## src/rtl/m_bus_mst_pkg.sv

```systemverilog
// Shared constants, error codes and FSM states for the M-bus poll master.
package m_bus_mst_pkg;

  localparam logic [7:0]  CMD_POLL = 8'h01;
  localparam logic [7:0]  RSP_FLAG = 8'h80;
  localparam logic [1:0]  CRC_OK   = 2'b01;
  localparam int          HDR_LEN  = 4;
  localparam logic [10:0] REQ_LEN  = 11'd4;

  localparam logic [2:0] ERR_NONE    = 3'd0;
  localparam logic [2:0] ERR_TIMEOUT = 3'd1;
  localparam logic [2:0] ERR_CRC     = 3'd2;
  localparam logic [2:0] ERR_ADDR    = 3'd3;
  localparam logic [2:0] ERR_CMD     = 3'd4;
  localparam logic [2:0] ERR_SEQ     = 3'd5;
  localparam logic [2:0] ERR_LEN     = 3'd6;

  typedef enum logic [3:0] {
    S_IDLE    = 4'd0,
    S_BUILD   = 4'd1,
    S_START   = 4'd2,
    S_WAIT_RX = 4'd3,
    S_HDR     = 4'd4,
    S_COPY    = 4'd5,
    S_OK      = 4'd6,
    S_FAIL    = 4'd7,
    S_NEXT    = 4'd8
  } state_e;

endpackage

```

## src/rtl/m_bus_mst_rsp_chk.sv

```systemverilog
// Response header checker: judges one header byte per cycle and keeps the payload length.
module m_bus_mst_rsp_chk
  import m_bus_mst_pkg::*;
#(
  parameter int RSP_MAX_LEN = 240
) (
  input  logic       clk,
  input  logic       chk_en_i,
  input  logic [1:0] idx_i,
  input  logic [7:0] rdata_i,
  input  logic [7:0] exp_addr_i,
  input  logic [7:0] exp_seq_i,
  output logic       pass_o,
  output logic [2:0] err_code_o,
  output logic [7:0] rsp_len_o
);

  logic [7:0] rsp_len_q;

  always_comb begin
    pass_o     = 1'b1;
    err_code_o = ERR_NONE;
    if (chk_en_i) begin
      unique case (idx_i)
        2'd0: if (rdata_i != exp_addr_i) begin
          pass_o     = 1'b0;
          err_code_o = ERR_ADDR;
        end
        2'd1: if (rdata_i != (RSP_FLAG | CMD_POLL)) begin
          pass_o     = 1'b0;
          err_code_o = ERR_CMD;
        end
        2'd2: if (rdata_i != exp_seq_i) begin
          pass_o     = 1'b0;
          err_code_o = ERR_SEQ;
        end
        default: if (32'(rdata_i) > 32'(RSP_MAX_LEN)) begin
          pass_o     = 1'b0;
          err_code_o = ERR_LEN;
        end
      endcase
    end
  end

  // Length is pure data; it is always rewritten before COPY consumes it.
  always_ff @(posedge clk) begin
    if (chk_en_i && idx_i == 2'd3) rsp_len_q <= rdata_i;
  end

  assign rsp_len_o = rsp_len_q;

endmodule

```

## src/rtl/m_bus_master_poll.sv

```systemverilog
// M-bus control-station poll master: cycles through the slots of one rack,
// sends a 4-byte poll, validates the reply and copies its payload upstream.
module m_bus_master_poll
  import m_bus_mst_pkg::*;
#(
  parameter int SLOT_NUM    = 10,
  parameter int TIMEOUT     = 20000,
  parameter int SLOT_STRIDE = 256,
  parameter int RSP_MAX_LEN = 240
) (
  input  logic                clk,
  input  logic                reset,
  input  logic                en,
  input  logic [2:0]          rack_id,
  output logic                tx_buf_wren,
  output logic [10:0]         tx_buf_waddr,
  output logic [7:0]          tx_buf_wdata,
  output logic [10:0]         tx_data_len,
  output logic                tx_start,
  input  logic                rx_start,
  input  logic                rx_done,
  input  logic [1:0]          rx_crc_rslt,
  output logic                rx_buf_rden,
  output logic [10:0]         rx_buf_raddr,
  input  logic [7:0]          rx_buf_rdata,
  output logic                ud_wren,
  output logic [23:0]         ud_waddr,
  output logic [7:0]          ud_wdata,
  output logic [SLOT_NUM-1:0] slot_ok,
  output logic                cycle_done,
  output logic                err_pulse,
  output logic [2:0]          err_code
);

  localparam int         TO_W      = $clog2(TIMEOUT + 1);
  localparam logic [3:0] SLOT_LAST = 4'(SLOT_NUM - 1);

  state_e              state_q, state_d;
  logic [8:0]          idx_q, idx_d;
  logic [TO_W-1:0]     to_q, to_d;
  logic [3:0]          slot_q, slot_d;
  logic [7:0]          seq_q, seq_d;
  logic [SLOT_NUM-1:0] slot_ok_q, slot_ok_d;
  logic [2:0]          err_code_q, err_code_d;
  logic                len_set_q, len_set_d;

  logic [SLOT_NUM-1:0] slot_mask;
  logic [7:0]          addr_byte;
  logic                chk_en, chk_pass;
  logic [2:0]          chk_err;
  logic [7:0]          rsp_len;
  logic                hdr_rd, copy_rd;
  logic                unused_rx_start;

  assign unused_rx_start = rx_start;
  assign addr_byte       = {1'b0, rack_id, slot_q};
  assign chk_en          = (state_q == S_HDR) && (idx_q != 9'd0);

  always_comb begin
    for (int i = 0; i < SLOT_NUM; i++) slot_mask[i] = (slot_q == 4'(i));
  end

  m_bus_mst_rsp_chk #(
    .RSP_MAX_LEN(RSP_MAX_LEN)
  ) u_rsp_chk (
    .clk       (clk),
    .chk_en_i  (chk_en),
    .idx_i     (idx_q[1:0] - 2'd1),
    .rdata_i   (rx_buf_rdata),
    .exp_addr_i(addr_byte),
    .exp_seq_i (seq_q),
    .pass_o    (chk_pass),
    .err_code_o(chk_err),
    .rsp_len_o (rsp_len)
  );

  always_comb begin
    state_d    = state_q;
    idx_d      = idx_q;
    to_d       = to_q;
    slot_d     = slot_q;
    seq_d      = seq_q;
    slot_ok_d  = slot_ok_q;
    err_code_d = err_code_q;
    len_set_d  = len_set_q | (state_q == S_BUILD);
    unique case (state_q)
      S_IDLE: if (en) begin
        state_d = S_BUILD;
        idx_d   = '0;
      end
      S_BUILD: begin
        idx_d = idx_q + 9'd1;
        if (idx_q == 9'd3) state_d = S_START;
      end
      S_START: begin
        to_d    = '0;
        state_d = S_WAIT_RX;
      end
      S_WAIT_RX: begin
        to_d = to_q + TO_W'(1);
        // A reply landing on the timeout cycle still counts.
        if (rx_done) begin
          if (rx_crc_rslt == CRC_OK) begin
            state_d = S_HDR;
            idx_d   = '0;
          end else begin
            state_d    = S_FAIL;
            err_code_d = ERR_CRC;
          end
        end else if (to_q == TO_W'(TIMEOUT - 2)) begin
          state_d    = S_FAIL;
          err_code_d = ERR_TIMEOUT;
        end
      end
      S_HDR: begin
        idx_d = idx_q + 9'd1;
        if (idx_q != 9'd0) begin
          if (!chk_pass) begin
            state_d    = S_FAIL;
            err_code_d = chk_err;
          end else if (idx_q == 9'(HDR_LEN)) begin
            state_d = (rx_buf_rdata == 8'd0) ? S_OK : S_COPY;
            idx_d   = '0;
          end
        end
      end
      S_COPY: begin
        idx_d = idx_q + 9'd1;
        if (idx_q == {1'b0, rsp_len}) state_d = S_OK;
      end
      S_OK: begin
        slot_ok_d = slot_ok_q | slot_mask;
        state_d   = S_NEXT;
      end
      S_FAIL: begin
        slot_ok_d = slot_ok_q & ~slot_mask;
        state_d   = S_NEXT;
      end
      S_NEXT: begin
        seq_d   = seq_q + 8'd1;
        slot_d  = (slot_q == SLOT_LAST) ? 4'd0 : slot_q + 4'd1;
        idx_d   = '0;
        state_d = en ? S_BUILD : S_IDLE;
      end
      default: state_d = S_IDLE;
    endcase
  end

  always_ff @(posedge clk or posedge reset) begin
    if (reset) begin
      state_q    <= S_IDLE;
      idx_q      <= '0;
      to_q       <= '0;
      slot_q     <= '0;
      seq_q      <= '0;
      slot_ok_q  <= '0;
      err_code_q <= ERR_NONE;
      len_set_q  <= 1'b0;
    end else begin
      state_q    <= state_d;
      idx_q      <= idx_d;
      to_q       <= to_d;
      slot_q     <= slot_d;
      seq_q      <= seq_d;
      slot_ok_q  <= slot_ok_d;
      err_code_q <= err_code_d;
      len_set_q  <= len_set_d;
    end
  end

  // Outputs decode straight from state so an async reset silences them at once.
  assign tx_buf_wren  = (state_q == S_BUILD);
  assign tx_buf_waddr = tx_buf_wren ? 11'(idx_q) : 11'd0;
  assign tx_data_len  = (len_set_q || tx_buf_wren) ? REQ_LEN : 11'd0;
  assign tx_start     = (state_q == S_START);

  always_comb begin
    tx_buf_wdata = 8'h00;
    if (tx_buf_wren) begin
      unique case (idx_q[1:0])
        2'd0:    tx_buf_wdata = addr_byte;
        2'd1:    tx_buf_wdata = CMD_POLL;
        2'd2:    tx_buf_wdata = seq_q;
        default: tx_buf_wdata = 8'h00;
      endcase
    end
  end

  assign hdr_rd       = (state_q == S_HDR) && (idx_q < 9'(HDR_LEN));
  assign copy_rd      = (state_q == S_COPY) && (idx_q < {1'b0, rsp_len});
  assign rx_buf_rden  = hdr_rd | copy_rd;
  assign rx_buf_raddr = hdr_rd  ? 11'(idx_q) :
                        copy_rd ? 11'(idx_q) + 11'(HDR_LEN) : 11'd0;

  assign ud_wren  = (state_q == S_COPY) && (idx_q != 9'd0);
  assign ud_waddr = ud_wren ? 24'(slot_q) * 24'(SLOT_STRIDE) + 24'(idx_q - 9'd1) : 24'd0;
  assign ud_wdata = ud_wren ? rx_buf_rdata : 8'h00;

  assign slot_ok    = slot_ok_q;
  assign cycle_done = (state_q == S_NEXT) && (slot_q == SLOT_LAST);
  assign err_pulse  = (state_q == S_FAIL);
  assign err_code   = err_code_q;

endmodule

```

## config.mk

```make
export PLATFORM = sky130hd
export DESIGN_NAME = m_bus_master_poll
export DESIGN_NICKNAME = d
export VERILOG_FILES = /design/src/rtl/m_bus_mst_pkg.sv /design/src/rtl/m_bus_mst_rsp_chk.sv /design/src/rtl/m_bus_master_poll.sv
export SDC_FILE = /design/constraint.sdc
export NUM_CORES = 1
export LEC_CHECK = 0
export CAP_MARGIN = 20
export CORE_AREA = 2 2 120 122
export DETAILED_ROUTE_END_ITERATION = 8
export DIE_AREA = 0 0 122 124
export DONT_BUFFER_PORTS = 1
export PLACE_DENSITY = 0.59
export SLEW_MARGIN = 15
export SYNTH_ARGS = -nofsm -noshare
export SYNTH_HDL_FRONTEND = slang
export SYNTH_SLANG_ARGS = --single-unit
```

## constraint.sdc

```tcl
create_clock -name clk -period 4.3 [get_ports clk]
set_input_delay 0.86 -clock clk [delete_from_list [all_inputs] [get_ports clk]]
set_output_delay 0.86 -clock clk [all_outputs]
set_load 0.01 [all_outputs]
```

==> results of run 1 <==
==> worst max-delay path: stages, from the launching register on <==
cell,delay (ns)
dfrtp_1,0.47
inv_1,0.12
buf_4,0.18
nand3_1,0.19
nor3b_1,0.54
buf_4,0.27
ha_1,0.27
a21oi_1,0.22
o21bai_1,0.11
xnor2_1,0.14
nor2_2,0.13
buf_12,0.19
==> how the worst max path moves through the flow <==
stage / startpoint / slack, ns / cells past startpoint / to
final: idx_q[1]$_DFFE_PP0P_ / 0.27 / 11 / ud_waddr[22]
after global routing: idx_q[3]$_DFFE_PP0P_ / 0.03 / 12 / ud_waddr[12]
after CTS: idx_q[2]$_DFFE_PP0P_ / 0.21 / 12 / ud_waddr[12]
after detailed placement: idx_q[2]$_DFFE_PP0P_ / 0.57 / 12 / ud_waddr[12]
after global placement: idx_q[2]$_DFFE_PP0P_ / 0.64 / 12 / ud_waddr[12]
after floorplan: idx_q[2]$_DFFE_PP0P_ / 0.23 / 11 / ud_waddr[14]
==> power breakdown <==
group / leakage, nW / total (mW) / switching [mW] / internal (mW)
Sequential: 0.793 / 0.903 / 0.215 / 0.688
Combinational: 1.25 / 1.31 / 0.820 / 0.487
Clock: 0.141 / 0.716 / 0.272 / 0.444
==> cell type report <==
class | instances | area (µm²) | area share, %
multi-input combinational | 418 | 2790 | 54.8
sequential | 62 | 1590 | 31.3
clock buffer | 9 | 225 | 4.42
tap | 180 | 225 | 4.42
timing repair buffer | 12 | 103 | 2.01
inverter | 24 | 90.1 | 1.77
clock inverter | 7 | 65.1 | 1.28
==> cell families after synthesis <==
logic type	count (synthesis)	synth area share, %
mux	13	3.03
xor+xnor	45	8.29
fa+ha+maj	29	7.79
flops	62	33.5
compound gates	91	12.9
other cells	1	0.0789
buf+inv	77	8.92
simple gates	226	25.5
==> layout by cell type, fill, tap and decap left out, types with 3 or more instances in the layout <==
cell type  instances
dfrtp_1           53
nor2_1            51
nand2_1           50
xor2_1            30
ha_1              27
inv_1             23
nand3_1           21
o21ai_0           21
and2_1            17
xnor2_1           15
nor4_1            15
a21oi_1           14
conb_1            14
nand4_1           12
mux2_2            11
buf_4             11
o31ai_1           10
and3_1            10
a22oi_1            9
clkbuf_16          9
nand2b_1           8
nor3_1             8
o22ai_1            8
edfxtp_1           8
or3_1              5
a21o_1             4
a31oi_1            4
nand4b_1           4
clkinv_2           4
or2_2              3
nand3b_1           3
nor3b_1            3
o21a_1             3
==> metal layers <==
| metal | track usage [%] | wire, µm | vias to the layer above |
|---|---|---|---|
| met4 | 4.53 | 162 | 0 |
| li1 | - | - | 1830 |
| met3 | 4.72 | 888 | 16 |
| met1 | 21.8 | 5510 | 1880 |
| met2 | 26.9 | 5920 | 142 |
| met5 | 0 | 0 | - |
==> what timing repair did <==
| action | in CTS | in global routing |
|---|---|---|
| resized for setup | 0 | 2 |
| hold buffers | 0 | 0 |
| setup endpoints to repair | 0 | 10 |
==> results.json, run 1 <==
{
  "async_flop_share_pct": 87.1,
  "skew_ns": 0.00561,
  "cts_made_buffers": 9,
  "powerDensity_nw_per_um2": 574,
  "die_area_um2": 15100,
  "fin_nets": 574,
  "clk_pin_slew_ns": 0.05,
  "ys.flop_type": "dfrtp_1",
  "wl_per_cell_um": 17.5,
  "finalCriticalPeriod_ns": 4.03,
  "start_kind": "flip-flop",
  "ys_seq_elements": 62,
  "design.core.area_um2": 13700,
  "syn_inst": 544,
  "hpwl_mm": 9.20,
  "drt-total-wl_mm": 12.5,
  "area_growth_pct": 7.13,
  "dpl.cell_count": 696,
  "grt_first_pass_wirelength_mm": 19.7,
  "rrSetupSlack_ns": 1.71,
  "synth_top_cell_by_area": "dfrtp_1",
  "post-cts-setup-buffer-count": 0,
  "tns_ns": 0,
  "required_ns": 3.44,
  "worst_slew_pin_slew_ns": 0.748,
  "diodes": 0,
  "rr_worst_depth": 8,
  "seq_area_frac_synth_pct": 33.5,
  "drtIter0Drc": 276,
  "place_congestion": 0.862,
  "fin_area_um2": 5090,
  "cts_sinks": 62,
  "slew_headroom_pct": 49.7,
  "pre_cts_ws_ns": 0.567,
  "io_pins": 110,
  "crit_path_max_fanout": 11,
  "hp-start": "to_q[11]$_DFFE_PP0P_",
  "synth.cell_area_um2": 4760,
  "fin_ws_ns": 0.274,
  "finalCritPeriodShare_pct": 93.6,
  "grt_pass1_vias": 3668,
  "yosys.cell_count.top_type": "dfrtp_1",
  "route.detailed.drc": 0,
  "die_y_um": 124,
  "crit_type": "reg2out",
  "vias": 3868,
  "ant_nets": 0,
  "vdd_drop_max_uv": 241,
  "ys_types": 65,
  "p_leak_nw": 2.18,
  "cp-end-kind": "primary output",
  "cts_root_buffer": "clkbuf_16",
  "finish.utilization_pct": 37.1,
  "drv_slew": 0,
  "synth_common_cells": "54 x dfrtp_1, 52 x nor2_1, 50 x nand2_1, 30 x xor2_1, 28 x ha_1",
  "grt-ovfl-total": 0,
  "fillers": 1377,
  "clock_path_buffers": 2,
  "hold_end": "to_q[11]$_DFFE_PP0P_",
  "synth_area_leaders": "dfrtp_1 28%, ha_1 7.4%, xor2_1 5.5%",
  "min_path_cells": 1,
  "rr_endpoint": "err_code[0]$_DFFE_PP0P_",
  "grt_use_total_pct": 16.6,
  "cts_max_level": 3,
  "cts_tree": "built",
  "postSynthAreaPerCell_um2": 8.74,
  "max-cap-violations": 0,
  "max_clock_freq_mhz": 248,
  "finalHoldViolCount": 0,
  "fin_cells": 712,
  "status": "complete, no violations",
  "routed_via_density": 5.43,
  "antenna_found_initial": 0,
  "start_util_pct": 34.7,
  "rsz0062_at_grt": "false",
  "port-buffer-count": 0,
  "placed_area_um2": 4800,
  "num_rows": 43,
  "setup_viol": 0,
  "r2r-start": "idx_q[1]$_DFFE_PP0P_",
  "yosysTopAreaCellShare_pct": 28.4,
  "fin_total_pwr_mw": 2.93,
  "die_w_um": 122,
  "synth_edf_count": 8,
  "firstDrtPassIters": 5,
  "yosys_warnings": 0,
  "fin_hold_ws_ns": 0.493,
  "grt_max_degree": 55,
  "drive_above_1_share_pct": 11.1,
  "clk_latency_ns": 0.33,
  "hp-class": "reg2reg",
  "arrival_ns": 3.17
}
No activity file was read; power rests on OpenSTA's default activity.
==> inputs of run 2 (changes only) <==
--- a/config.mk
+++ b/config.mk
@@ -11,6 +11,7 @@
 export DIE_AREA = 0 0 122 124
 export DONT_BUFFER_PORTS = 1
 export PLACE_DENSITY = 0.59
+export SKIP_CTS_REPAIR_TIMING = 1
 export SLEW_MARGIN = 15
 export SYNTH_ARGS = -nofsm -noshare
 export SYNTH_HDL_FRONTEND = slang
==> results of run 2 <==
The final DEF is identical to that of run 1; final timing and power are the same.
==> inputs of run 3 (changes only) <==
--- a/config.mk
+++ b/config.mk
@@ -7,6 +7,7 @@
 export LEC_CHECK = 0
 export CAP_MARGIN = 20
 export CORE_AREA = 2 2 120 122
+export CTS_CLUSTER_DIAMETER = 60
 export DETAILED_ROUTE_END_ITERATION = 8
 export DIE_AREA = 0 0 122 124
 export DONT_BUFFER_PORTS = 1
==> results of run 3 <==
The final DEF is identical to that of run 1; final timing and power are the same.
